$ cat src/rtl/uart_pkg.sv
// Shared types and constants for the transmit arbiter.
package uart_pkg;

   // Data byte width presented to the transmitter.
   localparam int DATA_W = 8;

   // Width of the SEND-phase timeout counter.
   localparam int CNT_W = 8;

   // Arbiter FSM states.
   typedef enum logic [1:0] {
      IDLE  = 2'd0,
      SEND  = 2'd1,
      DRAIN = 2'd2
   } arb_state_t;

endpackage

$ cat src/rtl/rr_pick2.sv
// Two-way round-robin picker: a lone requester wins, a tie goes to the
// requester that did not win last time.
module rr_pick2 (
   input  logic valid0,
   input  logic valid1,
   input  logic last_grant,
   output logic winner,
   output logic any
);

   // Select the winner index and flag whether anyone is requesting.
   always_comb begin
      any    = valid0 | valid1;
      winner = valid1;
      if (valid0 && valid1) begin
         winner = ~last_grant;
      end
   end

endmodule

$ cat src/rtl/tx_arbiter.sv
// Two-requester byte arbiter in front of a single transmitter.
//
// Handshake: a requester byte is transferred on the rising clk edge where
// REQx_VALID and REQx_READY are both high. READY is only offered in IDLE,
// while the transmitter reports idle, and only to the picked requester, so at
// most one READY is high per cycle. After the handshake, VALID/DATA are
// ignored until the FSM is back in IDLE. TX_EN is a level held through SEND;
// the transmitter acknowledges by dropping TX_STATUS, after which the arbiter
// waits in DRAIN for TX_STATUS to return high.
module tx_arbiter
   import uart_pkg::*;
#(
   parameter int TIMEOUT = 255
) (
   input  logic              clk,
   input  logic              reset,
   input  logic              REQ0_VALID,
   input  logic              REQ1_VALID,
   input  logic [DATA_W-1:0] REQ0_DATA,
   input  logic [DATA_W-1:0] REQ1_DATA,
   output logic              REQ0_READY,
   output logic              REQ1_READY,
   input  logic              TX_STATUS,
   output logic              TX_EN,
   output logic [DATA_W-1:0] TX_DATA,
   output logic              GRANT,
   output logic              TX_ERR,
   output arb_state_t        state_dbg
);

   localparam logic [CNT_W-1:0] TIMEOUT_C = CNT_W'(TIMEOUT);
   localparam logic [CNT_W-1:0] CNT_MAX   = '1;
   localparam logic [CNT_W-1:0] CNT_ONE   = CNT_W'(1);

   arb_state_t        state;
   arb_state_t        state_nxt;
   logic [CNT_W-1:0]  counter;
   logic              last_grant;
   logic              pick_winner;
   logic              pick_any;
   logic              handshake;
   logic              timeout_hit;
   logic [DATA_W-1:0] win_data;

   rr_pick2 u_pick (
      .valid0     (REQ0_VALID),
      .valid1     (REQ1_VALID),
      .last_grant (last_grant),
      .winner     (pick_winner),
      .any        (pick_any)
   );

   assign win_data  = pick_winner ? REQ1_DATA : REQ0_DATA;
   assign state_dbg = state;

   // Next-state logic plus the combinational READY/TX_EN outputs.
   always_comb begin
      state_nxt   = state;
      handshake   = 1'b0;
      timeout_hit = 1'b0;
      REQ0_READY  = 1'b0;
      REQ1_READY  = 1'b0;
      TX_EN       = 1'b0;
      case (state)
         IDLE: begin
            // Reset is gated in so READY stays low for the whole reset pulse.
            if (TX_STATUS && pick_any && !reset) begin
               handshake  = 1'b1;
               REQ0_READY = ~pick_winner;
               REQ1_READY = pick_winner;
               state_nxt  = SEND;
            end
         end
         SEND: begin
            TX_EN = 1'b1;
            if (!TX_STATUS) begin
               state_nxt = DRAIN;
            end else if (counter == TIMEOUT_C) begin
               timeout_hit = 1'b1;
               state_nxt   = IDLE;
            end
         end
         DRAIN: begin
            if (TX_STATUS) begin
               state_nxt = IDLE;
            end
         end
         default: state_nxt = IDLE;
      endcase
   end

   // FSM state register.
   always_ff @(posedge clk or posedge reset) begin
      if (reset) begin
         state <= IDLE;
      end else begin
         state <= state_nxt;
      end
   end

   // Transfer datapath: captured byte, grant history, timeout counter, error pulse.
   always_ff @(posedge clk or posedge reset) begin
      if (reset) begin
         TX_DATA    <= '0;
         GRANT      <= 1'b0;
         last_grant <= 1'b1;
         counter    <= '0;
         TX_ERR     <= 1'b0;
      end else begin
         TX_ERR <= timeout_hit;
         if (handshake) begin
            TX_DATA    <= win_data;
            GRANT      <= pick_winner;
            last_grant <= pick_winner;
            counter    <= '0;
         end else if (state == SEND && counter != CNT_MAX) begin
            counter <= counter + CNT_ONE;
         end
      end
   end

endmodule

$ cat config.mk
export PLATFORM = sky130hd
export DESIGN_NAME = tx_arbiter
export DESIGN_NICKNAME = d
export VERILOG_FILES = /design/src/rtl/uart_pkg.sv /design/src/rtl/rr_pick2.sv /design/src/rtl/tx_arbiter.sv
export SDC_FILE = /design/constraint.sdc
export NUM_CORES = 1
export LEC_CHECK = 0
export BUFFER_PORTS_ARGS = -buffer_cell sky130_fd_sc_hd__buf_2
export CORE_ASPECT_RATIO = 1.4
export CORE_MARGIN = 3
export CORE_UTILIZATION = 45
export DETAILED_ROUTE_END_ITERATION = 7
export GPL_TIMING_DRIVEN = 0
export PLACE_DENSITY = 0.81
export SYNTH_ARGS = -nofsm -noshare
export SYNTH_HDL_FRONTEND = slang
export SYNTH_HIERARCHICAL = 1
export SYNTH_SLANG_ARGS = --single-unit
export TNS_END_PERCENT = 50
$ cat constraint.sdc
create_clock -name clk -period 3.2 [get_ports clk]
set_clock_uncertainty 0.15 [all_clocks]
set_input_delay 0.16 -clock clk [delete_from_list [all_inputs] [get_ports clk]]
set_output_delay 0.16 -clock clk [all_outputs]
set_load 0.05 [all_outputs]
After elaboration in Yosys (flattened, before gate mapping)

Cells that the tools add are included.

Mux-type cells: 19
Reduce and logical (&&, ||, !) cells: 8
Equality and inequality tests: 7
Bitwise gates (word level): 3
$add $sub $neg: 1

Operators with widths:

| cell                                                | number |
|---|---|
| two-way mux 8 bit                                   | 3 |
| two-way mux 1 bit                                   | 11 |
| adder 8 x 1 -> 8 bit, second input constant         | 1 |
| equality test 8 bit, second input constant          | 1 |
| two-way mux 2 bit                                   | 4 |
| inequality test 8 bit, second input constant        | 1 |
| case mux 2 bit (3 select lines)                     | 1 |
| logical AND 1 bit                                   | 4 |
| inequality test 2 bit, second input constant        | 2 |
| inequality test 3 bit, second input constant        | 1 |
| AND reduction 3 bit                                 | 1 |
| equality test 2 x 1 -> 1 bit, second input constant | 1 |
| equality test 2 bit, second input constant          | 1 |
| logical NOT 2 bit                                   | 1 |
| inverter 1 bit                                      | 2 |
| nonzero test 2 bit                                  | 1 |
| logical NOT 1 bit                                   | 1 |
| OR 1 bit                                            | 1 |

Bits in registers: 21
Bits of input ports: 21
Logic and storage cells: 44

Depth between registers and ports, before layout

Depth in word-level cells: 6
Depth in mapped cells: 6
Mapped depth without buffers: 5

By module

The synthesis kept the hierarchy.

Modules (own cells, without submodules):

| module     | area an instance (µm²) | instances | sequential area each (µm²) | cells each |
|---|---|---|---|---|
| tx_arbiter | 1,033.5                | 1         | 526.8                      | 98 |
| rr_pick2   | 13.8                   | 1         | 0.0                        | 2 |

Least setup slack after synthesis

OpenSTA, ideal clock, no wires.

Path type: register -> output
Start point: register state[0], in the netlist state_dbg[0]
End point: output port REQ0_READY
Arrival: 2.049 ns
Data required time: 2.890 ns
Buffers on the path: 1
Slack: 0.841 ns
Cell stages (with the launch flop): 4
Cells stage by stage: dfrtp_1 or4_4 buf_2 nor2_1

Word-level cells in the longest chain between the ends: 2

RTL lines:

| what                     | RTL line         | RTL |
|---|---|---|
| start: declaration       | tx_arbiter.sv:35 | `arb_state_t state;` |
| start signal: assignment | tx_arbiter.sv:97 | `state <= state_nxt;` |
| logical NOT 2 bit        | tx_arbiter.sv:64 | `case (state)` |
| two-way mux 1 bit        | tx_arbiter.sv:64 |  |
| end: declaration         | tx_arbiter.sv:21 | `output logic REQ0_READY,` |

Every way passes these cells.

Worst setup path in the final report

Start point: input port TX_STATUS
End point: output port REQ0_READY

Word-level cells in the longest chain between the ends: 4

RTL lines:

| what                            | RTL line         | RTL |
|---|---|---|
| start: declaration              | tx_arbiter.sv:23 | `input logic TX_STATUS,` |
| logical AND 1 bit (2 in series) | tx_arbiter.sv:67 | `if (TX_STATUS && pick_any && !reset) begin` |
| two-way mux 1 bit               | tx_arbiter.sv:67 |  |
| two-way mux 1 bit               | tx_arbiter.sv:64 |  |

Every way passes these cells.

==> metrics <==
outcome=finished clean; CTS-repair resized insts=0; r2r endpoint=TX_DATA[5]; Reg2Reg Depth=5; Hold Crit Start=last_grant; chip width=46.77 µm; GRT Max-Usage Layer=met2; Yosys top cell area share=47.79%; combinational family with the most area after synthesis=simple AND/OR/NAND/NOR gates; Main synth FF type=dfrtp_1; Post-Syn Area=0.001047 mm²; Post-DP HPWL=1.661 mm; DP Area=0.001250 mm²; design area=0.001456 mm²; clock root cell=clkbuf_4; Max Cap Viol=0; final total power=0.0008766 W; post-DR wirelength/cell=14.75 µm; Synth Warn #=6; sequential area share after synthesis=50.30%; leakage power=0.7497 nW; starting density of the core=47.56%; Async S/R FF share, synth=100.0%; gr usage total=20.81%; Avg Cell Area, Syn=10.47 µm²; post-route ant nets=0; simple-gate share of the synthesized area=20.19%; Pint=0.0004933 W; H-tree depth=1; CP cell instances=dlygate4sd3_1 > buf_2 > nand2_1 > or4_4 > buf_2 > nor2_1 > buf_2; share of cells above drive strength 1=31.21%; net switching power=0.0003833 W; Core Rows=20; Clock transition at path regs=0.11 ns; multi-input gate area in the final layout=488.0 µm²; die footprint=0.002950 mm²; synth-to-layout area growth=39.07%; post-synthesis adder-cell area fraction=1.195%; Hold/Removal Path Class=reg -> reg; XOR/XNOR share of the synthesized area=1.673%; worst skew pair latency=0.31 ns; flop and latch count out of synthesis=21; GRT met2 Usage=33.16%; Final GP Congestion=0.6884; highest clock rate=434.3 MHz; measured slew at the worst slew-check pin=0.8043 ns; unrepaired setup endpoints after global routing=no; # diodes=0; Logic pwr share=42.7%; met3 usage=5.143%; worst hold slack=0.3361 ns; Post-Synthesis Cells=100; fillcell total=172; CP max stage cell=dlygate4sd3_1; synth top area cells=dfrtp_1 48%, mux2i_1 8.6%, nand2_1 7.5%; final max-slew violation count=0; DIE HEIGHT=63.08 µm; Critical Path End Type=output port; first-pass GRT wire length=4.588 mm; min Tclk post-route=2.302 ns; initial antenna violation count=0; Post-Syn Nets=122; number of CTS-inserted buffers=3; Slew headroom=46.32%; Clock power frac=14.7%; Post-synth EDFFs=0; total number of vias=956; hold buffer count at CTS=18; maximum VDD drop=0.5365 mV; CTS tree=done; clk sinks=21; area leader, netlist=dfrtp_1; CTS Buffer Depth=2; NumNets Final=180; Final Hold Fails=0; vias per cell=5.341; CP peak stage delay=0.52 ns; Port Buffers=35; CP startpoint kind=input port; Largest delay share family, worst path=buffers and inverters; Post CTS Setup Buffer Count=0; sw frac=43.73%; # DRC=0; Final Util=66.14%; Pre-antenna DRT Iters=4; Final Cycle Share=71.95%; r2r setup slk=0.95 ns; drt total wl=2.641 mm; Post-Route Setup TNS=0 ns; Crit Reg-Reg Startpoint=last_grant; critical path data arrival time=1.99 ns; Hold Path Depth=2; commonest cells in the netlist=21 x nand2_1, 20 x dfrtp_1, 9 x mux2i_1; GR Overflow Total=0; GR met1 Demand/Resource=27.04%; Req. time, crit path=2.89 ns; Crit Path Category=in -> out; cell repeated most along the worst path=buf_2; count of cell types in the netlist=35; Crit path buffers/inverters=4; largest net degree at the start of global routing=22; worst hold endpoint=last_grant; Compound-Gate Fraction of Synth Area=14.93%; Initial DRC Count=41; IO Pins=36; power per cell area=601.9 mW/mm²; register share of total power=42.6%; vias in the first global route=1028; maximum fanout along the worst path=10; post-synthesis mux area share=8.602%; Std-Cell Core Area=0.002202 mm²; Final Setup Violations=0; most common cell in the netlist=nand2_1; Storage cell area=526.8 µm²
-- worst reg2reg max path, stage by stage (launching register included) --
cell	delay, ns
dfstp_2	0.39
a21boi_1	0.13
buf_1	0.53
mux2i_1	0.30
dlygate4sd3_1	0.59
o21ai_1	0.06
-- cells by family after synthesis --
group,after synthesis
AO/OA/AOI/OAI,23
XOR/XNOR,2
adder cells (fa/ha/maj),1
buffers and inverters,6
flip-flops,21
multiplexers,9
AND/OR/NAND/NOR,38
-- power by group through the flow --
stage	logic, W	clock network [W]	registers [W]
after floorplan	0.000122	0	0.000512
after detailed placement	0.000345	0	0.000378
after CTS	0.000370	0.000134	0.000374
after global placement	0.000336	0	0.000375
final	0.000374	0.000129	0.000373
after global routing	0.000404	0.000143	0.000384
-- how the worst max path moves through the flow --
stage | start | slack [ns] | to | cells after the start
CTS | TX_STATUS | 0.95 | REQ0_READY | 7
detailed placement | state_dbg[0] | 1.34 | REQ0_READY | 4
floorplan | state_dbg[0] | 0.84 | REQ0_READY | 3
finish | TX_STATUS | 0.90 | REQ0_READY | 7
global placement | state_dbg[0] | 1.34 | REQ0_READY | 4
global route | TX_STATUS | 0.78 | REQ0_READY | 7
-- sequential cells by signal, indices dropped and copies added, names as in the netlist --
| name | count |
|---|---|
| state_dbg | 2 |
| TX_DATA | 8 |
| last_grant | 1 |
| counter | 8 |
| GRANT | 1 |
| TX_ERR | 1 |
-- cells in the final DEF (no fill, tap or decap), types with 2 or more instances in the layout --
cell type      Yosys  layout
o21ai_0            2       2
buf_2              1      36
nand2_1           21      21
a21oi_1            5       5
dfrtp_1           20      20
clkbuf_4           0       3
inv_1              2       2
nor2_1             3       3
o21ai_1            8       8
dlygate4sd3_1      0      18
or3_1              2       2
mux2i_1            9       9
nand3_1            3       3
-- final cells by class --
type	instances	area share, %
sequential	21	36.17
multi-input combinational	73	33.51
timing repair buffer	53	24.40
tap	22	1.890
clock buffer	4	1.804
buffer	3	1.375
inverter	3	0.8591
-- stage by stage --
stage	worst slack, ns	instances
global route	0.7838	179
floorplan	0.8410	100
CTS	0.9465	179
detailed placement	1.336	157
global placement	1.343	157
finish	0.8976	179
-- per-layer routing --
layer	wire, µm	vias to the layer above
met5	0	-
met4	34	0
met3	206	2
met2	1280	36
met1	1120	454
li1	-	464
(Power assumes the default switching activity.)
